`config.mk`:
```
export PLATFORM = sky130hd
export DESIGN_NAME = cycle_countdown_ctrl
export DESIGN_NICKNAME = d
export VERILOG_FILES = /design/src/rtl/cycle_countdown_ctrl.sv
export SDC_FILE = /design/constraint.sdc
export NUM_CORES = 1
export LEC_CHECK = 0
export ABC_CLOCK_PERIOD_IN_PS = 2820
export CAP_MARGIN = 10
export CORE_MARGIN = 4
export CORE_UTILIZATION = 48
export CTS_CLUSTER_DIAMETER = 100
export DETAILED_ROUTE_END_ITERATION = 10
export PLACE_DENSITY = 0.81
export SYNTH_ARGS = -nofsm -noshare
export SYNTH_HDL_FRONTEND = slang
export SYNTH_SLANG_ARGS = --single-unit
```
`constraint.sdc`:
```
create_clock -name clk -period 2.82 [get_ports clk]
set_input_delay 0.423 -clock clk [delete_from_list [all_inputs] [get_ports clk]]
set_output_delay 0.423 -clock clk [all_outputs]
set_load 0.1 [all_outputs]
```
`src/rtl/cycle_countdown_ctrl.sv`:
```
// Loadable down-counting cycle timer with ready/start handshake, hold, abort and one-cycle done pulse.
// Optional periodic reload from DONE is enabled by defining CYCLE_COUNTDOWN_AUTORELOAD_EN.
//
// state | meaning
// IDLE  | waiting for start, ready=1
// RUN   | counting down, busy=1
// DONE  | one-cycle completion, done=1, count=0
module cycle_countdown_ctrl #(
  parameter int WIDTH = 5
) (
  input  logic             clk,
  input  logic             rst,
  input  logic             start,
  input  logic [WIDTH-1:0] load_val,
  input  logic             hold,
  input  logic             abort,
  output logic             ready,
  output logic             busy,
  output logic [WIDTH-1:0] count,
  output logic             done
);

  typedef enum logic [1:0] {
    IDLE = 2'b00,
    RUN  = 2'b01,
    DONE = 2'b10
  } state_t;

  state_t state;

`ifdef CYCLE_COUNTDOWN_AUTORELOAD_EN
  logic [WIDTH-1:0] reload;
`endif

  always_ff @(posedge clk or negedge rst) begin
    if (!rst) begin
      state <= IDLE;
      count <= '0;
      ready <= 1'b1;
      busy  <= 1'b0;
      done  <= 1'b0;
`ifdef CYCLE_COUNTDOWN_AUTORELOAD_EN
      reload <= '0;
`endif
    end else begin
      case (state)
        IDLE: begin
          if (start) begin
            count <= load_val;
            ready <= 1'b0;
`ifdef CYCLE_COUNTDOWN_AUTORELOAD_EN
            reload <= load_val;
`endif
            if (load_val != '0) begin
              state <= RUN;
              busy  <= 1'b1;
            end else begin
              state <= DONE;
              done  <= 1'b1;
            end
          end
        end

        RUN: begin
          if (abort) begin
            state <= IDLE;
            count <= '0;
            ready <= 1'b1;
            busy  <= 1'b0;
          end else if (!hold) begin
            // <= rather than == so a corrupted zero count still terminates
            if (count <= WIDTH'(1)) begin
              state <= DONE;
              count <= '0;
              busy  <= 1'b0;
              done  <= 1'b1;
            end else begin
              count <= count - 1'b1;
            end
          end
        end

        DONE: begin
          done <= 1'b0;
`ifdef CYCLE_COUNTDOWN_AUTORELOAD_EN
          if (!abort && reload != '0) begin
            state <= RUN;
            count <= reload;
            busy  <= 1'b1;
          end else begin
            state <= IDLE;
            count <= '0;
            ready <= 1'b1;
          end
`else
          state <= IDLE;
          count <= '0;
          ready <= 1'b1;
`endif
        end

        default: begin
          state <= IDLE;
          count <= '0;
          ready <= 1'b1;
          busy  <= 1'b0;
          done  <= 1'b0;
        end
      endcase
    end
  end

endmodule

```
==> flow_summary.toml <==
[worst_setup_path]
path_cells = "clkdlybuf4s50_1, nor2b_1, or3b_2, o21ai_0"
cp_max_fo = 8
slowest_delay_ns = 0.50
crit_path_start_kind = "primary input"
arrival_ns = 2.00
cp_slowest_cell = "or3b_2"
path_delay_family = "simple AND/OR/NAND/NOR gates"
crit_type = "in -> reg"
required_ns = 2.99
critical_path_buf_inv_count = 1
end_kind = "flip-flop"

[synth]
yosysUniqueCellTypes = 36
synth_area_um2 = 628.1
synth_top_cell_area_share_pct = 35.86
synth_area_per_cell_um2 = 9.517
synth_top_area_cell = "dfrtp_1"
synth_fp_nets = 78
synth_seq_area_share_pct = 40.04
ys_ff_latch = 10
synthTopCellsByArea = "dfrtp_1, dfstp_2, ha_1"
synthCells = 66
synth_warnings = 0

[global_route]
antenna_found_initial = 0
grt_use_total_pct = 18.43
grt_max_degree = 13
grt_pass1_vias = 604
grt_overflow = 0
grt_first_pass_wirelength_um = 2711

[cts]
clk_path_buf_depth = 2
htreeDepth = 1
cts_hold_buf = 0
post_cts_buffers = 0
clkSlewWorstSetupHoldPaths_ns = 0.07
cts_made_buffers = 3
cts_tree = "done"
clock-sinks = 10
cts-resized-gates = 0
clkLatencyLatePin_ns = 0.26
cts-root-buf = "clkbuf_4"

[sta]
worst_pin_slew_ns = 0.5673
rsz0062_at_grt = "no"
post-route-period-util_pct = 64.70
finalHoldViolCount = 0
finalSetupTns_ns = 0
setup_viol = 0
fin_crit_ns = 1.824
drv_slew = 0
clock.fmax_mhz = 548.1
fin_worst_skew_ns = 0.009410
slew_headroom_pct = 62.10

[floorplan]
rows = 12
core-area_um2 = 1171
initial_utilization_pct = 53.63
dieArea_um2 = 1951
io_pins = 18
dieWidth_um = 44.18
dieHeight_um = 44.18

[route]
routed_wl_um = 1481
num_vias = 578
wl_per_cell_um = 15.11
route.detailed.drc = 0
top_layer = "met4"
routedLengthMet1_um = 679
drtPass1Iterations = 5
met2_length_um = 686
drt-initial-drc-count = 35
routed-wl-met3_um = 105
vias_per_cell = 5.898
detail-route-antenna-nets = 0

[placement]
gp_congestion = 0.9235
dpl.hpwl_um = 1106
port_buffers = 17

[cells_and_area]
nets = 97
antennaDiodeCount = 0
final_cell_mix = "dfrtp_1, clkdlybuf4s50_1, buf_4, inv_1, nor2_1"
areaGrowthSynthToFinish_pct = 28.29
drive_gt1_share_pct = 22.62

[worst_hold_path]
min_path_type = "in -> async"

[job]
drv_cap = 0

[status]
status = "complete, no violations"
[sequential cells by signal, indices dropped and copies added (netlist names)]
signal and flops:
done 1, busy 1, count 5, state 2, ready 1
[path summary, 6_finish.rpt]
kind	endpoint	slack (ns)	cells past startpoint	start
max reg2reg	state[0]$_DFFE_PN0P_	1.18	3	state[0]$_DFFE_PN0P_
min reg2reg	done$_DFFE_PN0P_	0.52	2	done$_DFFE_PN0P_
min	count[4]$_DFFE_PN0P_	0.48	1	rst
max in group asynchronous	ready$_DFFE_PN1P_	1.99	1	rst
max	state[0]$_DFFE_PN0P_	1.0	4	start
min in group clk	done$_DFFE_PN0P_	0.52	2	done$_DFFE_PN0P_
[cell type report]
class / instances / area (um^2)
fill: 90 / 365.4
multi-input combinational: 47 / 337.8
clock buffer: 4 / 26.28
inverter: 6 / 22.52
tap: 14 / 17.52
timing repair buffer: 17 / 150.1
sequential: 10 / 251.5
[per-stage QoR]
stage | hold slack (ns) | instances | area [um^2] | setup WS, ns | utilization, %
floorplan | 0.1274 | 66 | 628.1 | 0.6398 | -
global placement | 0.5052 | 94 | 779.5 | 0.7889 | 66.56
detailed placement | 0.5160 | 94 | 779.5 | 0.7451 | 66.56
CTS | 0.4913 | 98 | 805.8 | 1.004 | 68.80
global route | 0.4997 | 98 | 805.8 | 0.9166 | 68.80
finish | 0.4754 | 98 | 805.8 | 0.9955 | 68.80
[worst register-to-register path, delay by kind of cell (launching register included)]
family           cells  cell delay [ns]
flip-flops           1             0.47
AO/OA/AOI/OAI        1             0.09
AND/OR/NAND/NOR      2             1.00
[cell usage after synthesis]
master    instances
o221ai_1          1
clkbuf_1          1
dfstp_2           1
or3b_4            1
or3b_2            1
nor3b_1           1
nand3b_1          1
a22oi_1           1
clkbuf_2          1
ha_1              2
nand2b_1          2
nor3_1            2
and3b_1           1
a211oi_2          1
a31oi_1           1
a32oi_1           2
dfrtp_1           9
o31a_1            1
nor2_1            6
buf_4             1
nor2b_1           2
a221oi_2          1
o21ai_0           5
nor4_1            1
a21oi_1           3
inv_1             6
nor4b_1           1
a21oi_4           1
nand3_1           2
a21o_1            1
or4_1             1
a222oi_1          1
o21bai_1          1
or2_2             1
a21oi_2           1
o22ai_1           1
[logic make-up (layout without fill, tap and decap cells)]
group / after synthesis / after routing / synth area share, %
AO/OA/AOI/OAI: 22 / 22 / 27.49
AND/OR/NAND/NOR: 23 / 23 / 22.31
adder cells (fa/ha/maj): 2 / 2 / 3.983
buffers and inverters: 9 / 27 / 6.174
flip-flops: 10 / 10 / 40.04
[layer usage]
| metal | track usage (%) | up-vias |
|---|---|---|
| met1 | 25.19 | 271 |
| met2 | 28.20 | 24 |
| met4 | 6.627 | 0 |
| met3 | 4.472 | 2 |
| met5 | 0 | - |
| li1 | - | 281 |
Power is left out: the tool's default activity adds up to more than one toggle a clock period on the data nets, which glitch-free logic cannot reach.
